$ cat config.mk
export PLATFORM = sky130hd
export DESIGN_NAME = sprite_anim_seq
export DESIGN_NICKNAME = d
export VERILOG_FILES = /design/src/rtl/sprite_pkg.sv /design/src/rtl/sprite_frame_origin.sv /design/src/rtl/sprite_anim_seq.sv
export SDC_FILE = /design/constraint.sdc
export NUM_CORES = 1
export LEC_CHECK = 0
export CAP_MARGIN = 10
export CORE_MARGIN = 1
export CORE_UTILIZATION = 54
export CTS_CLUSTER_SIZE = 20
export DETAILED_ROUTE_END_ITERATION = 7
export GPL_ROUTABILITY_DRIVEN = 0
export GPL_TIMING_DRIVEN = 0
export PLACE_DENSITY = 0.81
export SLEW_MARGIN = 5
export SYNTH_ARGS = -nofsm -noshare
export SYNTH_HDL_FRONTEND = slang
export SYNTH_HIERARCHICAL = 1
export SYNTH_SLANG_ARGS = --single-unit
export TNS_END_PERCENT = 5
$ cat constraint.sdc
create_clock -name clk -period 2.67 [get_ports clk]
set_input_delay 0.534 -clock clk [delete_from_list [all_inputs] [get_ports clk]]
set_output_delay 0.534 -clock clk [all_outputs]
set_load 0.005 [all_outputs]
$ cat src/rtl/sprite_pkg.sv
// Shared types and default sheet geometry for the sprite animation blocks.
package sprite_pkg;

  typedef enum logic [1:0] {
    LOOP     = 2'd0,
    PINGPONG = 2'd1,
    ONESHOT  = 2'd2
  } anim_mode_t;

  typedef enum logic [1:0] {
    IDLE    = 2'd0,
    RUN_FWD = 2'd1,
    RUN_REV = 2'd2
  } anim_state_t;

  localparam int DEF_FRAME_W    = 64;
  localparam int DEF_FRAME_H    = 64;
  localparam int DEF_SHEET_COLS = 4;

  // Encoding 3 is reserved and behaves as LOOP.
  function automatic anim_mode_t decode_mode(input logic [1:0] m);
    return (m == 2'd3) ? LOOP : anim_mode_t'(m);
  endfunction

endpackage

$ cat src/rtl/sprite_frame_origin.sv
// Combinational frame index -> sheet pixel origin (column, row) for a
// power-of-two-wide sprite sheet.
module sprite_frame_origin #(
  parameter int N          = 11,
  parameter int IW         = 4,
  parameter int FRAME_W    = 64,
  parameter int FRAME_H    = 64,
  parameter int SHEET_COLS = 4,
  parameter int NUM_FRAMES = 16
) (
  input  logic [IW-1:0] idx,
  output logic [N-1:0]  col,
  output logic [N-1:0]  row
);

  localparam int     CB      = $clog2(SHEET_COLS);
  localparam longint MAX_COL = longint'(SHEET_COLS - 1) * FRAME_W;
  localparam longint MAX_ROW = longint'((NUM_FRAMES - 1) / SHEET_COLS) * FRAME_H;
  localparam longint LIMIT   = longint'(1) << N;

  if ((SHEET_COLS < 1) || ((SHEET_COLS & (SHEET_COLS - 1)) != 0)) begin : g_cols_pow2
    $error("sprite_frame_origin: SHEET_COLS must be a power of two");
  end
  if ((MAX_COL >= LIMIT) || (MAX_ROW >= LIMIT)) begin : g_origin_fits
    $error("sprite_frame_origin: frame origin does not fit in N bits");
  end

  logic [N-1:0] idx_n;

  assign idx_n = N'(idx);
  // Low index bits pick the column, the remaining bits pick the row.
  assign col   = (idx_n & N'(SHEET_COLS - 1)) * N'(FRAME_W);
  assign row   = (idx_n >> CB) * N'(FRAME_H);

endmodule

$ cat src/rtl/sprite_anim_seq.sv
// Sprite-sheet animation sequencer: steps a frame index through a programmed
// range every (hold+1) video frames and registers the matching sheet origin.
module sprite_anim_seq
  import sprite_pkg::*;
#(
  parameter int N          = 11,
  parameter int FRAME_W    = DEF_FRAME_W,
  parameter int FRAME_H    = DEF_FRAME_H,
  parameter int SHEET_COLS = DEF_SHEET_COLS,
  parameter int NUM_FRAMES = 16,
  parameter int HOLD_W     = 8,
  localparam int IW        = $clog2(NUM_FRAMES)
) (
  input  logic              clk,
  input  logic              reset,
  input  logic              frame_tick,
  input  logic              start,
  input  logic              stop,
  input  logic [1:0]        mode,
  input  logic [IW-1:0]     first_frame,
  input  logic [IW-1:0]     last_frame,
  input  logic [HOLD_W-1:0] hold,
  output logic [IW-1:0]     frameIdx,
  output logic [N-1:0]      stateCol,
  output logic [N-1:0]      stateRow,
  output logic              busy,
  output logic              done
);

  localparam logic [IW-1:0] MAXF   = IW'(NUM_FRAMES - 1);
  localparam logic [IW:0]   MAXF_X = {1'b0, MAXF};

  function automatic logic [IW-1:0] clamp_frame(input logic [IW-1:0] f);
    if ({1'b0, f} > MAXF_X) return MAXF;
    return f;
  endfunction

  anim_state_t       state, state_d;
  anim_mode_t        mode_q;
  logic [IW-1:0]     first_q, last_q;
  logic [HOLD_W-1:0] hold_q;
  logic [HOLD_W-1:0] hold_cnt, hold_cnt_d;
  logic [IW-1:0]     idx_d;
  logic              done_d;
  logic              load;
  logic              degen;
  logic [N-1:0]      col_d, row_d;

  assign degen = (first_q >= last_q);
  assign busy  = (state != IDLE);

  always_comb begin
    state_d    = state;
    idx_d      = frameIdx;
    hold_cnt_d = hold_cnt;
    done_d     = 1'b0;
    load       = 1'b0;
    if (stop) begin
      state_d = IDLE;
    end else if (start) begin
      load       = 1'b1;
      idx_d      = clamp_frame(first_frame);
      hold_cnt_d = '0;
      state_d    = RUN_FWD;
    end else if ((state != IDLE) && frame_tick) begin
      if (hold_cnt != hold_q) begin
        hold_cnt_d = hold_cnt + HOLD_W'(1);
      end else begin
        hold_cnt_d = '0;
        unique case (mode_q)
          ONESHOT: begin
            // A degenerate range finishes on its first advance without moving.
            if (degen || ((frameIdx + IW'(1)) == last_q)) begin
              state_d = IDLE;
              done_d  = 1'b1;
            end
            if (!degen) idx_d = frameIdx + IW'(1);
          end
          PINGPONG: begin
            if (!degen) begin
              if (state == RUN_FWD) begin
                if (frameIdx == last_q) begin
                  idx_d   = last_q - IW'(1);
                  state_d = RUN_REV;
                end else begin
                  idx_d = frameIdx + IW'(1);
                end
              end else begin
                if (frameIdx == first_q) begin
                  idx_d   = first_q + IW'(1);
                  state_d = RUN_FWD;
                end else begin
                  idx_d = frameIdx - IW'(1);
                end
              end
            end
          end
          default: begin
            if (!degen) idx_d = (frameIdx == last_q) ? first_q : frameIdx + IW'(1);
          end
        endcase
      end
    end
  end

  sprite_frame_origin #(
    .N          (N),
    .IW         (IW),
    .FRAME_W    (FRAME_W),
    .FRAME_H    (FRAME_H),
    .SHEET_COLS (SHEET_COLS),
    .NUM_FRAMES (NUM_FRAMES)
  ) u_origin (
    .idx (idx_d),
    .col (col_d),
    .row (row_d)
  );

  // Index and origin are registered on the same edge so they never skew.
  always_ff @(posedge clk) begin
    if (reset) begin
      state    <= IDLE;
      frameIdx <= '0;
      stateCol <= '0;
      stateRow <= '0;
      hold_cnt <= '0;
      done     <= 1'b0;
    end else begin
      state    <= state_d;
      frameIdx <= idx_d;
      stateCol <= col_d;
      stateRow <= row_d;
      hold_cnt <= hold_cnt_d;
      done     <= done_d;
    end
  end

  always_ff @(posedge clk) begin
    if (load) begin
      mode_q  <= decode_mode(mode);
      first_q <= clamp_frame(first_frame);
      last_q  <= clamp_frame(last_frame);
      hold_q  <= hold;
    end
  end

endmodule
==> results of run 1 <==
registers in the layout, indices dropped and copies added (netlist names):
register,flops
done,1
first_q,4
frameIdx,4
hold_cnt,8
hold_q,8
last_q,4
mode_q,2
state,2
stateCol,11
stateRow,11
power by group:
group | leakage [nW] | total [W] | switching [W] | internal [W]
clock network | 0.0651 | 0.000568 | 0.000269 | 0.000300
registers | 0.472 | 0.000939 | 0.0000310 | 0.000908
logic | 1.03 | 0.000402 | 0.000189 | 0.000212
layout make-up:
type                            count  area [sq um]
Tap cell                           72          90.1
Clock inverter                      1          6.26
Buffer                             34           240
Timing Repair Buffer               50           502
Clock buffer                        7           119
Fill cell                         442          1630
Sequential cell                    55          1280
Multi-Input combinational cell    216          1560
Inverter                           13          48.8
how the worst max path moves through the flow:
stage                     startpoint     endpoint  cells past startpoint
after detailed placement       start  stateCol[7]                      9
final                     first_q[0]  stateRow[7]                     10
after global routing      first_q[0]  stateRow[7]                     10
after CTS                 first_q[1]  stateCol[7]                      9
after floorplan                 stop  stateCol[7]                      7
after global placement         start  stateCol[7]                      8
worst register-to-register path: cells and delay by family, from the launching register on:
kind,cells,cell delay (ps)
AND/OR/NAND/NOR,3,510
AO/OA/AOI/OAI,4,1020
adder cells (fa/ha/maj),1,200
flip-flops,1,480
buffers and inverters,2,230
layer usage:
layer  vias to the layer above  track usage [%]  share of wire (%)
li1                       1151                -                  -
met1                      1133             27.5                 44
met2                        66             37.8                 47
met3                        14             6.90                7.1
met4                         0             8.68                2.1
met5                         -                0                  0
repair_timing:
item | 4_1_cts | 5_1_grt
buffers inserted | 0 | 0
gates resized for setup | 0 | 1
endpoints found under the setup margin | 0 | 1
cell usage in the layout (no fill, tap or decap), drive strengths merged, types with 3 or more instances in the layout:
master | netlist | layout
nand3 | 8 | 8
nor3 | 5 | 5
a211oi | 3 | 3
buf | 27 | 28
edfxtp | 18 | 18
nand2 | 11 | 11
inv | 13 | 14
nor2b | 27 | 27
xor2 | 11 | 11
a31oi | 3 | 3
dfxtp | 37 | 37
nor2 | 16 | 16
mux2i | 11 | 11
a21oi | 7 | 7
clkdlybuf4s50 | 0 | 49
or2 | 3 | 3
xnor2 | 20 | 20
nand4 | 5 | 5
conb | 1 | 18
o21ai | 11 | 11
clkbuf | 7 | 14
a211o | 5 | 5
ha | 11 | 11
and4 | 3 | 3
cells by family after synthesis:
group           Yosys count  synth area share (%)
mux                      11                  3.60
simple gates             92                  17.7
other cells               1                 0.123
compound gates           52                  12.3
fa+ha+maj                11                  4.50
xor+xnor                 32                  10.4
flops                    55                  41.9
buf+inv                  47                  9.46
metrics by stage:
stage	hold slack (ps)	instances	TNS (ps)	total power (W)	util, %
after floorplan	452	318	0	0.00121	-
after global routing	530	448	0	0.00199	70.3
final	492	448	0	0.00191	70.3
after CTS	495	448	0	0.00192	70.2
after detailed placement	479	440	-6.36	0.00135	67.9
after global placement	472	439	-9340	0.00134	67.6
==> metrics.cfg, run 1 <==
[floorplanning]
dieArea_sq_um = 5970
start_util_pct = 55.9
ioPinCount = 51
die_width_um = 77.2
die_y_um = 77.2
fp.coreArea_sq_um = 5470
row_count = 27

[setup_path]
crit_path_end_kind = flip-flop
reg2reg_to = stateRow[7]
path_delay_family = compound AO/OA/AOI/OAI gates
r2r-start = first_q[0]
crit_arrival_ps = 2750
cp_num_buf_inv = 2
reg2reg_slack_ps = 160
reg2regPathDepth = 10
cp_slowest_stage_delay_ps = 480
crit_fanout = 8
required_ps = 2920
worstSetupPathType = flip-flop to flip-flop
path_cells = inv_1 > ha_1 > nor2b_1 > o21ai_1 > nand2_1 > a31o_1 > a211o_1 > o21ai_1 > buf_4 > nor2b_1
crit_slowest_cell = edfxtp_1
worstSetupStartpointType = flip-flop

[timing]
worst_pin_slew_ps = 607
slew_viol_final = 0
timing.final.crit_share_pct = 93.9
max_freq_ghz = 0.399
setup_viol = 0
finClkSkew_ps = 3.80
rsz0062_at_grt = false
hold_viol_final = 0
slew_headroom_pct = 59.5
min_period_ps = 2510
layout_setup_ws_ps = 163

[power_and_ir_drop]
power.leakage_nw = 1.57
irDropWorstVdd_mv = 0.341
power_density_nw_per_um2 = 497

[outcome]
outcome = finished clean

[clock_network]
numCtsBuffers = 5
insertion_delay_ps = 300
cts_root_buffer = clkbuf_8
clk_pin_slew_ps = 100
cts.path.max_buffers = 2
cts.sinks = 55
cts_tree = done
htree_levels = 2
postCtsHoldBufs = 0

[drt]
antenna_left = 0
totalWireLength_um = 6480
num_vias = 2364
wl_per_cell_um = 14.5
drc_errors = 0
firstDrtPassIters = 4
vias_per_cell = 5.28
drtIter0Drc = 113

[cells_and_area]
num_antenna_cells = 0
drive_gt1_share_pct = 14.6
area_growth_syn_to_layout_pct = 25.8
layout.nets = 409
final_area_sq_um = 3840

[synthesis]
synth_area_sq_um = 3060
ys_seq_area_share_pct = 41.9
ys.flop_type = dfxtp_1
ys_types = 64
avgSynthCellArea_sq_um = 10.2
yosysTopAreaCell = dfxtp_1
synth.yosys.warnings = 6
synthArstFlopShare_pct = 0
synth_most_common_cell = dfxtp_1
synth_edf_count = 18
synthTopCellsByCount = dfxtp_1, nor2b_1, buf_4
ys_seq_elements = 55
synth_top_area_share_pct = 24.2
synth_area_leaders = dfxtp_1, edfxtp_1, buf_4, nor2b_1, xnor2_1
syn_inst = 301

[hold_path]
min_from = hold_cnt[7]
hold_depth = 2
hold_end = hold_cnt[7]
holdCritPathClass = flip-flop to flip-flop

[global_routing]
grt_overflow_total = 0
antenna_found_initial = 0
grt_usage_pct = 22.8
grt_max_degree = 18
grt_pass1_vias = 2300
grt_pass1_wl_um = 10700

[run]
maxCapViolations = 0

[placement]
dpl_worst_slack_ps = -6.36
dpl_cell_area_sq_um = 3710
io_buffers = 49
dp_hpwl_um = 4780

(Power assumes the default switching activity.)
==> inputs of run 2 (changes only) <==
--- a/config.mk
+++ b/config.mk
@@ -6,7 +6,7 @@
 export NUM_CORES = 1
 export LEC_CHECK = 0
 export CAP_MARGIN = 10
-export CORE_MARGIN = 1
+export CORE_MARGIN = 2
 export CORE_UTILIZATION = 54
 export CTS_CLUSTER_SIZE = 20
 export DETAILED_ROUTE_END_ITERATION = 7
==> metrics.cfg, run 2 (synthesis gave the netlist of run 1 again) <==
[outcome]
outcome = finished clean  ; unchanged

[timing]
worst_pin_slew_ps = 540  ; was 607 ps
slew_headroom_pct = 64.0  ; was 59.5%
min_period_ps = 2500  ; was 2510 ps
rsz0062_at_grt = false  ; unchanged
hold_viol_final = 0  ; unchanged
setup_viol = 0  ; unchanged
finClkSkew_ps = 7.02  ; was 3.80 ps
layout_setup_ws_ps = 169  ; was 163 ps
tns_ps = 0  ; unchanged
max_freq_ghz = 0.400  ; was 0.399 GHz
slew_viol_final = 0  ; unchanged
timing.final.crit_share_pct = 93.7  ; was 93.9%

[global_routing]
grt_overflow_total = 0  ; unchanged
grt_pass1_wl_um = 10200  ; was 10700 um
antenna_found_initial = 0  ; unchanged
grt_usage_pct = 20.9  ; was 22.8%
grt_max_degree = 19  ; was 18
grt_pass1_vias = 2194  ; was 2300

[clock_network]
cts_setup_buffers = 0  ; unchanged
cts_root_buffer = clkbuf_8  ; unchanged
postCtsHoldBufs = 0  ; unchanged
numCtsBuffers = 5  ; unchanged
cts.sinks = 55  ; unchanged
insertion_delay_ps = 310  ; was 300 ps
cts_resized = 0  ; unchanged
cts_tree = done  ; unchanged
htree_levels = 2  ; unchanged
cts.path.max_buffers = 2  ; unchanged
clk_pin_slew_ps = 110  ; was 100 ps

[cells_and_area]
final_common_cell = clkdlybuf4s50_1  ; unchanged
drive_gt1_share_pct = 14.4  ; was 14.6%
num_antenna_cells = 0  ; unchanged
layout.nets = 409  ; unchanged
reg.largest.list = stateCol x11, stateRow x11  ; unchanged
final_cell_mix = clkdlybuf4s50_1, dfxtp_1, nor2b_1  ; unchanged
area_growth_syn_to_layout_pct = 24.6  ; was 25.8%
instances_no_fill = 448  ; unchanged

[drt]
num_vias = 2306  ; was 2364
wl_per_cell_um = 14.1  ; was 14.5 um
antenna_left = 0  ; unchanged
drc_errors = 0  ; unchanged
totalWireLength_um = 6300  ; was 6480 um
vias_per_cell = 5.15  ; was 5.28
drtIter0Drc = 171  ; was 113
firstDrtPassIters = 4  ; unchanged

[setup_path]
crit_fanout = 5  ; was 8
crit_path_end_kind = flip-flop  ; unchanged
reg2regPathDepth = 10  ; unchanged
worstSetupPathType = flip-flop to flip-flop  ; unchanged
required_ps = 2860  ; was 2920 ps
r2r-start = first_q[0]  ; unchanged
reg2reg_slack_ps = 170  ; was 160 ps
crit_arrival_ps = 2690  ; was 2750 ps
worstSetupStartpointType = flip-flop  ; unchanged
cp-startpoint = first_q[0]  ; unchanged

[floorplanning]
fp.coreArea_sq_um = 5470  ; unchanged
start_util_pct = 55.9  ; unchanged
row_count = 27  ; unchanged
die_y_um = 79.2  ; was 77.2 um
dieArea_sq_um = 6280  ; was 5970 sq um
die_width_um = 79.2  ; was 77.2 um
ioPinCount = 51  ; unchanged

[placement]
dpl.cell_count = 440  ; unchanged
dpl_worst_slack_ps = 101  ; was -6.36 ps
dp_hpwl_um = 4800  ; was 4780 um
io_buffers = 49  ; unchanged

[power_and_ir_drop]
irDropWorstVdd_mv = 0.322  ; was 0.341 mV
power.leakage_nw = 1.55  ; was 1.57 nW
power_density_nw_per_um2 = 475  ; was 497 nW/um^2

[hold_path]
hold_depth = 2  ; unchanged
holdCritPathClass = flip-flop to flip-flop  ; unchanged
min_from = hold_cnt[7]  ; unchanged

[run]
maxCapViolations = 0  ; unchanged

==> run 2: critical path, stage by stage (launching register included) <==
cell and delay, ps:
edfxtp_1 470, inv_1 110, ha_1 300, nor2b_1 170
o21a_1 190, nor2_1 100, a211o_1 230, a211oi_1 410
o21bai_1 140, buf_4 140, nor2b_1 110
==> run 2: metrics by stage <==
step	utilization, %	power (W)	cell area (sq um)	hold slack, ps
3_5_place_dp	67.9	0.00135	3720	474
2_1_floorplan	-	0.00121	3120	452
3_3_place_gp	67.6	0.00134	3700	471
6_report	69.6	0.00181	3810	498
4_1_cts	69.6	0.00181	3810	493
5_1_grt	69.6	0.00189	3810	508
==> run 2: final timing paths <==
path | to
min | hold_cnt[7]
min reg2reg | hold_cnt[7]
max | stateCol[7]
max reg2reg | stateCol[7]
==> run 2: final cells by class <==
| type | instances | area [sq um] |
|---|---|---|
| buffer | 34 | 240 |
| clock buffer | 5 | 68.8 |
| clock inverter | 3 | 21.3 |
| fill | 454 | 1660 |
| inverter | 13 | 48.8 |
| multi-input combinational | 216 | 1550 |
| sequential | 55 | 1280 |
| tap | 72 | 90.1 |
| timing repair buffer | 50 | 505 |
==> run 2: routing by layer <==
layer	part of all wire [%]	track usage (%)	vias up
met1	43	26.0	1063
met3	7.6	5.91	10
met5	0	0	-
met2	48	35.8	78
li1	-	-	1155
met4	1.2	5.52	0
==> run 2: power breakdown <==
part | total [W] | switching [W] | internal (W)
combinational | 0.000398 | 0.000186 | 0.000212
sequential | 0.000938 | 0.0000297 | 0.000908
clock | 0.000474 | 0.000284 | 0.000190
==> inputs of run 3 (changes only) <==
--- a/config.mk
+++ b/config.mk
@@ -11,7 +11,6 @@
 export CTS_CLUSTER_SIZE = 20
 export DETAILED_ROUTE_END_ITERATION = 7
 export GPL_ROUTABILITY_DRIVEN = 0
-export GPL_TIMING_DRIVEN = 0
 export PLACE_DENSITY = 0.81
 export SLEW_MARGIN = 5
 export SYNTH_ARGS = -nofsm -noshare
==> metrics.cfg, run 3 (synthesis gave the netlist of run 1 again) <==
[power_and_ir_drop]
comb_power_share_pct = 20.3  ; was 22.0%
irDropWorstVdd_mv = 0.389  ; was 0.322 mV
power.leakage_nw = 1.44  ; was 1.55 nW
internal_power_w = 0.00134  ; was 0.00131 W
sequentialPowerShare_pct = 51.5  ; was 51.8%
p_sw_w = 0.000479  ; was 0.000500 W
clockPowerShare_pct = 28.2  ; was 26.2%
power_density_nw_per_um2 = 500  ; was 475 nW/um^2
switching_share_pct = 26.3  ; was 27.6%

[drt]
firstDrtPassIters = 4  ; unchanged
num_vias = 2259  ; was 2306
drtIter0Drc = 225  ; was 171
vias_per_cell = 5.34  ; was 5.15
totalWireLength_um = 6380  ; was 6300 um
wl_per_cell_um = 15.1  ; was 14.1 um
antenna_left = 0  ; unchanged
drc_errors = 0  ; unchanged

[global_routing]
antenna_found_initial = 0  ; unchanged
grt_usage_pct = 21.5  ; was 20.9%
grt_pass1_wl_um = 10700  ; was 10200 um
grt_pass1_vias = 2248  ; was 2194
grt_overflow_total = 0  ; unchanged
grt_max_degree = 32  ; was 19

[timing]
rsz0062_at_grt = false  ; unchanged
worst_pin_slew_ps = 547  ; was 540 ps
finClkSkew_ps = 8.49  ; was 7.02 ps
timing.final.crit_share_pct = 86.7  ; was 93.7%
min_period_ps = 2310  ; was 2500 ps
slew_headroom_pct = 63.5  ; was 64.0%
hold_viol_final = 0  ; unchanged
layout_setup_ws_ps = 356  ; was 169 ps
slew_viol_final = 0  ; unchanged
tns_ps = 0  ; unchanged
max_freq_ghz = 0.432  ; was 0.400 GHz
setup_viol = 0  ; unchanged

[cells_and_area]
num_antenna_cells = 0  ; unchanged
drive_gt1_share_pct = 9.40  ; was 14.4%
final_cell_mix = clkdlybuf4s50_1, dfxtp_1, nor2b_1  ; unchanged
reg.largest.list = stateCol x11, stateRow x11  ; unchanged
layout.nets = 384  ; was 409
area_growth_syn_to_layout_pct = 19.2  ; was 24.6%
final_common_cell = clkdlybuf4s50_1  ; unchanged

[clock_network]
cts.path.max_buffers = 2  ; unchanged
cts_tree = done  ; unchanged
htree_levels = 2  ; unchanged
cts_resized = 0  ; unchanged
numCtsBuffers = 5  ; unchanged
cts_setup_buffers = 0  ; unchanged
cts.sinks = 55  ; unchanged
insertion_delay_ps = 310  ; about the same
cts_root_buffer = clkbuf_8  ; unchanged
postCtsHoldBufs = 0  ; unchanged
clk_pin_slew_ps = 100  ; was 110 ps

[setup_path]
worstSetupPathType = flip-flop to flip-flop  ; unchanged
cp_slowest_stage_delay_ps = 480  ; was 470 ps
required_ps = 2870  ; was 2860 ps
path_delay_family = compound AO/OA/AOI/OAI gates  ; unchanged
crit_path_end_kind = flip-flop  ; unchanged
worstSetupStartpointType = flip-flop  ; unchanged
cp_num_buf_inv = 0  ; was 2
path_cells = ha_1 > nor3_1 > o21a_1 > nor2_1 > a211o_1 > o211ai_1 > a21oi_1 > nor2b_1  ; was inv_1 > ha_1 > nor2b_1 > o21a_1 > nor2_1 > a211o_1 > a211oi_1 > o21bai_1 > buf_4 > nor2b_1
crit_slowest_cell = edfxtp_1  ; unchanged
crit_fanout = 4  ; was 5
crit_arrival_ps = 2510  ; was 2690 ps

[floorplanning]
ioPinCount = 51  ; unchanged
die_y_um = 79.2  ; unchanged
start_util_pct = 55.9  ; unchanged
dieArea_sq_um = 6280  ; unchanged
die_width_um = 79.2  ; unchanged
row_count = 27  ; unchanged
fp.coreArea_sq_um = 5470  ; unchanged

[hold_path]
holdCritPathClass = flip-flop to flip-flop  ; unchanged

[outcome]
outcome = finished clean  ; unchanged

[placement]
dpl_worst_slack_ps = 417  ; was 101 ps
dp_hpwl_um = 4850  ; was 4800 um
io_buffers = 50  ; was 49

[run]
maxCapViolations = 0  ; unchanged

[run 3: power by group through the flow]
stage                     clock (W)  combinational, W  sequential (W)
after floorplan                   0          0.000256        0.000954
after global placement            0          0.000359        0.000957
after detailed placement          0          0.000363        0.000960
after CTS                  0.000524          0.000367        0.000941
after global routing       0.000553          0.000403        0.000946
final                      0.000514          0.000370        0.000940
[run 3: path summary, 6_finish.rpt]
check / from / to / slack (ps) / depth (start not counted)
max: first_q[3] / stateRow[6] / 360 / 8
min: hold_cnt[7] / hold_cnt[7] / 530 / 2
max reg2reg: first_q[3] / stateRow[6] / 360 / 8
min reg2reg: hold_cnt[7] / hold_cnt[7] / 530 / 2
[run 3: area by class of cell]
cell class	count	area [sq um]
clock buffer	7	97.6
fill	440	1830
multi-input combinational	216	1550
clock inverter	1	8.76
inverter	13	48.8
timing repair buffer	59	568
sequential	55	1280
tap	72	90.1
[run 3: metal layers]
metal	track usage (%)	part of all wire, %
met1	25.9	42
met2	36.6	49
met3	6.02	7.3
met4	7.93	2.0
met5	0	0
[run 3: stage by stage]
stage | hold WS (ps) | total power [W] | cell area (sq um) | std cells | util, %
after floorplan | 452 | 0.00121 | 3120 | 318 | -
after global placement | 477 | 0.00132 | 3540 | 415 | 64.7
after detailed placement | 510 | 0.00132 | 3540 | 415 | 64.7
after CTS | 523 | 0.00183 | 3640 | 423 | 66.6
after global routing | 543 | 0.00190 | 3640 | 423 | 66.6
final | 526 | 0.00182 | 3640 | 423 | 66.6
[run 3: tightest hold or removal path, stage by stage, from the launching register on]
cell     delay [ps]
dfxtp_1         360
nand2_1          70
a21oi_1          60
